## src/rtl/des_round_ctrl.sv

```systemverilog
// DES round sequencer: accepts a block, pulses the datapath load, steps 16 Feistel rounds
// with the key-rotate schedule for the captured mode, optionally runs a final-permutation cycle.
module des_round_ctrl #(
  parameter bit FP_STAGE = 1'b1
) (
  input  logic       clk_i,
  input  logic       rst_n_i,
  input  logic       in_valid_i,
  output logic       in_ready_o,
  input  logic       decrypt_i,
  input  logic       abort_i,
  output logic       load_en_o,
  output logic       round_en_o,
  output logic [3:0] round_idx_o,
  output logic       shift_dir_o,
  output logic [1:0] shift_amt_o,
  output logic       last_round_o,
  output logic       fp_en_o,
  output logic       out_valid_o,
  input  logic       out_ready_i,
  output logic       busy_o
);

  typedef enum logic [2:0] {
    IDLE,
    LOAD,
    ROUND,
    FINAL,
    DONE
  } state_e;

  state_e     state_q, state_d;
  logic [3:0] cnt_q, cnt_d;
  logic       mode_q, mode_d;

  always_ff @(posedge clk_i or negedge rst_n_i) begin
    if (!rst_n_i) begin
      state_q <= IDLE;
      cnt_q   <= 4'd0;
      mode_q  <= 1'b0;
    end else begin
      state_q <= state_d;
      cnt_q   <= cnt_d;
      mode_q  <= mode_d;
    end
  end

  // An abort drops the block before any fp_en or out_valid can be produced for it.
  always_comb begin
    state_d     = state_q;
    cnt_d       = cnt_q;
    mode_d      = mode_q;
    load_en_o   = 1'b0;
    round_en_o  = 1'b0;
    fp_en_o     = 1'b0;
    out_valid_o = 1'b0;
    case (state_q)
      IDLE: begin
        if (!abort_i && in_valid_i) begin
          state_d = LOAD;
          mode_d  = decrypt_i;
        end
      end
      LOAD: begin
        load_en_o = 1'b1;
        cnt_d     = 4'd0;
        state_d   = abort_i ? IDLE : ROUND;
      end
      ROUND: begin
        round_en_o = 1'b1;
        if (abort_i) begin
          state_d = IDLE;
          cnt_d   = 4'd0;
        end else begin
          cnt_d = cnt_q + 4'd1;
          if (cnt_q == 4'd15) begin
            state_d = FP_STAGE ? FINAL : DONE;
            fp_en_o = !FP_STAGE;
          end
        end
      end
      FINAL: begin
        if (abort_i) begin
          state_d = IDLE;
        end else begin
          fp_en_o = 1'b1;
          state_d = DONE;
        end
      end
      DONE: begin
        out_valid_o = 1'b1;
        if (out_ready_i) state_d = IDLE;
      end
      default: state_d = IDLE;
    endcase
  end

  assign in_ready_o   = rst_n_i && (state_q == IDLE);
  assign busy_o       = (state_q != IDLE);
  assign round_idx_o  = cnt_q;
  assign last_round_o = round_en_o && (cnt_q == 4'd15);

  // Decrypt skips the rotate on round 0 and rotates right to undo the encrypt schedule.
  always_comb begin
    shift_dir_o = 1'b0;
    shift_amt_o = 2'd0;
    if (round_en_o) begin
      shift_dir_o = mode_q;
      case (cnt_q)
        4'd0:                 shift_amt_o = mode_q ? 2'd0 : 2'd1;
        4'd1, 4'd8, 4'd15:    shift_amt_o = 2'd1;
        default:              shift_amt_o = 2'd2;
      endcase
    end
  end

endmodule

```

## config.mk

```make
export PLATFORM = sky130hd
export DESIGN_NAME = des_round_ctrl
export DESIGN_NICKNAME = d
export VERILOG_FILES = /design/src/rtl/des_round_ctrl.sv
export SDC_FILE = /design/constraint.sdc
export NUM_CORES = 1
export LEC_CHECK = 0
export ABC_AREA = 1
export BUFFER_PORTS_ARGS = -buffer_cell sky130_fd_sc_hd__buf_2
export CAP_MARGIN = 10
export CORE_AREA = 4 4 41 43
export CTS_CLUSTER_DIAMETER = 40
export DETAILED_ROUTE_END_ITERATION = 10
export DIE_AREA = 0 0 45 47
export GPL_TIMING_DRIVEN = 0
export PLACE_DENSITY = 0.68
export SETUP_SLACK_MARGIN = 0.05
export SYNTH_ARGS = -nofsm -noshare
export SYNTH_HDL_FRONTEND = slang
export SYNTH_SLANG_ARGS = --single-unit
```

## constraint.sdc

```tcl
create_clock -name clk_i -period 1.7 [get_ports clk_i]
set_input_delay 0.34 -clock clk_i [delete_from_list [all_inputs] [get_ports clk_i]]
set_output_delay 0.34 -clock clk_i [all_outputs]
set_load 0.03 [all_outputs]
```

==> impl_results.md <==
* Result of the run: complete, but fails checks
* Failing checks: negative setup slack
* Antenna violations before repair at 0
* Number of H-tree levels at 1
* Crit end category: primary output
* Number of diodes added for antenna fixing at 0
* Final Cell Area at 793 µm²
* Final Routed Wirelength at 1320 µm
* Switch Pwr at 0.615 mW
* Final min period at 1.75 ns
* Most common cell after layout, fill and taps aside: buf_2
* Int Power at 0.611 mW
* Slew @ Worst Pin at 0.400 ns
* Warnings, synthesis at 0
* Seq pwr share at 0.257
* Library cell occupying the most area in the post-synthesis netlist: dfrtp_1
* Wire length of the first global-routing pass at 2230 µm
* IR drop worst, VDD at 0.991 mV
* Distinct cell type count after synthesis at 16
* Remaining global-route overflow at 0
* Hold Fails Final Rpt at 0
* Footprint of the multi-input gates at 325 µm²
* Reg area at 203 µm²
* Setup violators final at 1
* GRT Resource Usage Total at 0.147
* Unrepaired setup endpoints after global routing: true
* Clock skew at 0.00601 ns
* TritonCTS sink count at 8
* TritonCTS clock tree: built
* Worst min-delay path category: in -> reg
* Pin count of the biggest net entering global routing at 9
* Crit path required time at 1.36 ns
* Lkg Pwr at 0.466 nW
* Share of final-layout standard cells stronger than drive strength 1 at 0.455
* Count of unresolved DRC violations after routing at 0
* Last weighted congestion value of the routability-driven placer at 0.763
* Vias per Instance at 4.80
* Portion of total power attributed to the clock network at 0.126
* Number of global-route vias before repair at 510
* Die area at 2120 µm²
* Arrival time reported for the critical path endpoint at 1.41 ns
* Clk slew on worst S/H paths at 0.06 ns
* Via count at 557
* CTS buffer count at 3
* Path type of the worst setup path: reg -> out
* Fraction of the yosys area taken by sequential cells at 0.370
* FP Rows at 13
* Clock buffer depth at 2
* Buffer type at the clock tree root: clkbuf_4
* Areal power density over the cells at 1550 nW/µm²
* Net Count, Synth at 81
* Part of the cycle the worst path needs at 1.03
* Timing-limited maximum frequency at 0.573 GHz
* DR iter-0 viols at 7
* Sw frac at 0.502
* Total placed instance area at 662 µm²
* Post-detail-place hpwl at 915 µm
* Horizontal die dimension at 45 µm
* Initial core utilization at 0.415
* Crit path max fanout at 4
* Share of total power in combinational logic at 0.617
* Top post-synthesis cells by area: dfrtp_1, inv_1, nand3_1
* Nets at 111
* Flops & latches, synth at 8
* Summed instance area of the synthesized netlist at 541 µm²
* Startpoint class of the critical path: flip-flop
* Slew Limit Headroom at 0.732
* Portion of synthesized cell area occupied by the leading cell type at 0.370
* Total of fill cells in the finished design at 131
* Count of input and output buffers at 19
* Die height at 47 µm
* Commonest cells after routing, fill and taps aside: buf_2, inv_1, nand2_1
* PnR worst setup slack at -0.0463 ns
* Area of the core region at 1300 µm²
* DRT antenna net count at 0
* Area delta synth->final at 46.8%
* # IOs at 20
* Mapped Avg Cell Area at 7.51 µm²
* Number of standard cells after synthesis at 72
* Routed wire per std cell at 11.4 µm
* Number of maximum-capacitance constraint violations at 0
* DR pass1 iterations at 4
* Placement-stage worst setup slack at 0.0980 ns
* Final Slew Violations at 0
* Worst skew pair latency at 0.25 ns
[final timing paths]
kind | startpoint | endpoint | slack, ns | cells past startpoint
worst max-delay path | round_idx_o[0]$_DFFE_PN0P_ | shift_amt_o[0] | -0.05 | 6
worst min-delay path | abort_i | state_q[1]$_DFFE_PN0P_ | 0.34 | 2
worst max register to register | state_q[0]$_DFFE_PN0P_ | state_q[0]$_DFFE_PN0P_ | 0.49 | 7
worst min register to register | mode_q$_DFFE_PN0P_ | mode_q$_DFFE_PN0P_ | 0.56 | 2
max in group asynchronous | rst_n_i | round_idx_o[0]$_DFFE_PN0P_ | 0.83 | 2
min in group asynchronous | rst_n_i | round_idx_o[3]$_DFFE_PN0P_ | 0.56 | 2
[power by group through the flow]
| stage | clock, mW | sequential [mW] | combinational, mW |
|---|---|---|---|
| 3_3_place_gp | 0 | 0.307 | 0.610 |
| 5_1_grt | 0.176 | 0.325 | 0.835 |
| 6_report | 0.155 | 0.316 | 0.757 |
| 3_5_place_dp | 0 | 0.310 | 0.621 |
| 2_1_floorplan | 0 | 0.332 | 0.443 |
| 4_1_cts | 0.157 | 0.308 | 0.730 |
[critical path: stages, from the launching register on]
cell	delay [ns]
dfrtp_2	0.44
ha_2	0.22
nand3_2	0.10
nand3_2	0.11
nor2_2	0.12
nor2_2	0.04
buf_6	0.13
[kinds of logic after synthesis]
| kind of cell | count (synthesis) | share of synthesized area |
|---|---|---|
| flip-flops | 8 | 0.370 |
| AO/OA/AOI/OAI | 5 | 0.0532 |
| adder cells (fa/ha/maj) | 3 | 0.0695 |
| buffers and inverters | 16 | 0.111 |
| AND/OR/NAND/NOR | 38 | 0.363 |
| XOR/XNOR | 2 | 0.0324 |
[cell usage after synthesis (all sizes together)]
| master | count |
|---|---|
| nand4 | 1 |
| a21oi | 2 |
| nor3 | 2 |
| o21ai | 2 |
| o2bb2ai | 1 |
| inv | 16 |
| nand3 | 12 |
| ha | 3 |
| nand2 | 12 |
| xor2 | 2 |
| nor2 | 11 |
| dfrtp | 8 |
[state kept, by name, indices dropped and copies added (netlist names)]
| signal | flops |
|---|---|
| state_q | 3 |
| round_idx_o | 4 |
| mode_q | 1 |
[area by class of cell]
type | count | share of cell area
Clock buffer | 4 | 0.0331
Inverter | 16 | 0.0789
Multi-Input combinational cell | 48 | 0.410
Sequential cell | 8 | 0.256
Tap cell | 15 | 0.0237
Timing Repair Buffer | 25 | 0.199
[stage by stage]
stage	setup TNS, ns	cells	utilization	hold WS, ns	total power, mW
after floorplan	0	72	-	0.0444	0.775
after global placement	0	106	0.509	0.206	0.917
after detailed placement	0	106	0.509	0.207	0.931
after CTS	-0.0532	116	0.598	0.346	1.19
after global routing	-0.185	116	0.610	0.343	1.34
final	-0.0463	116	0.610	0.345	1.23
[per-layer routing]
metal  GRT usage  part of all wire  vias up
met5           0                 0        -
met3      0.0230             0.035        2
met4      0.0526            0.0076        0
li1            -                 -      287
met1       0.185              0.43      260
met2       0.254              0.53        8
[repair_timing]
item | in CTS | in global routing
buffers inserted | 5 | 0
pin swaps | 4 | 1
endpoints found under the hold margin | 8 | 0
hold buffers | 1 | 0
gates resized for setup | 13 | 6
endpoints found under the setup margin | 5 | 4
No activity file was read; power rests on OpenSTA's default activity.
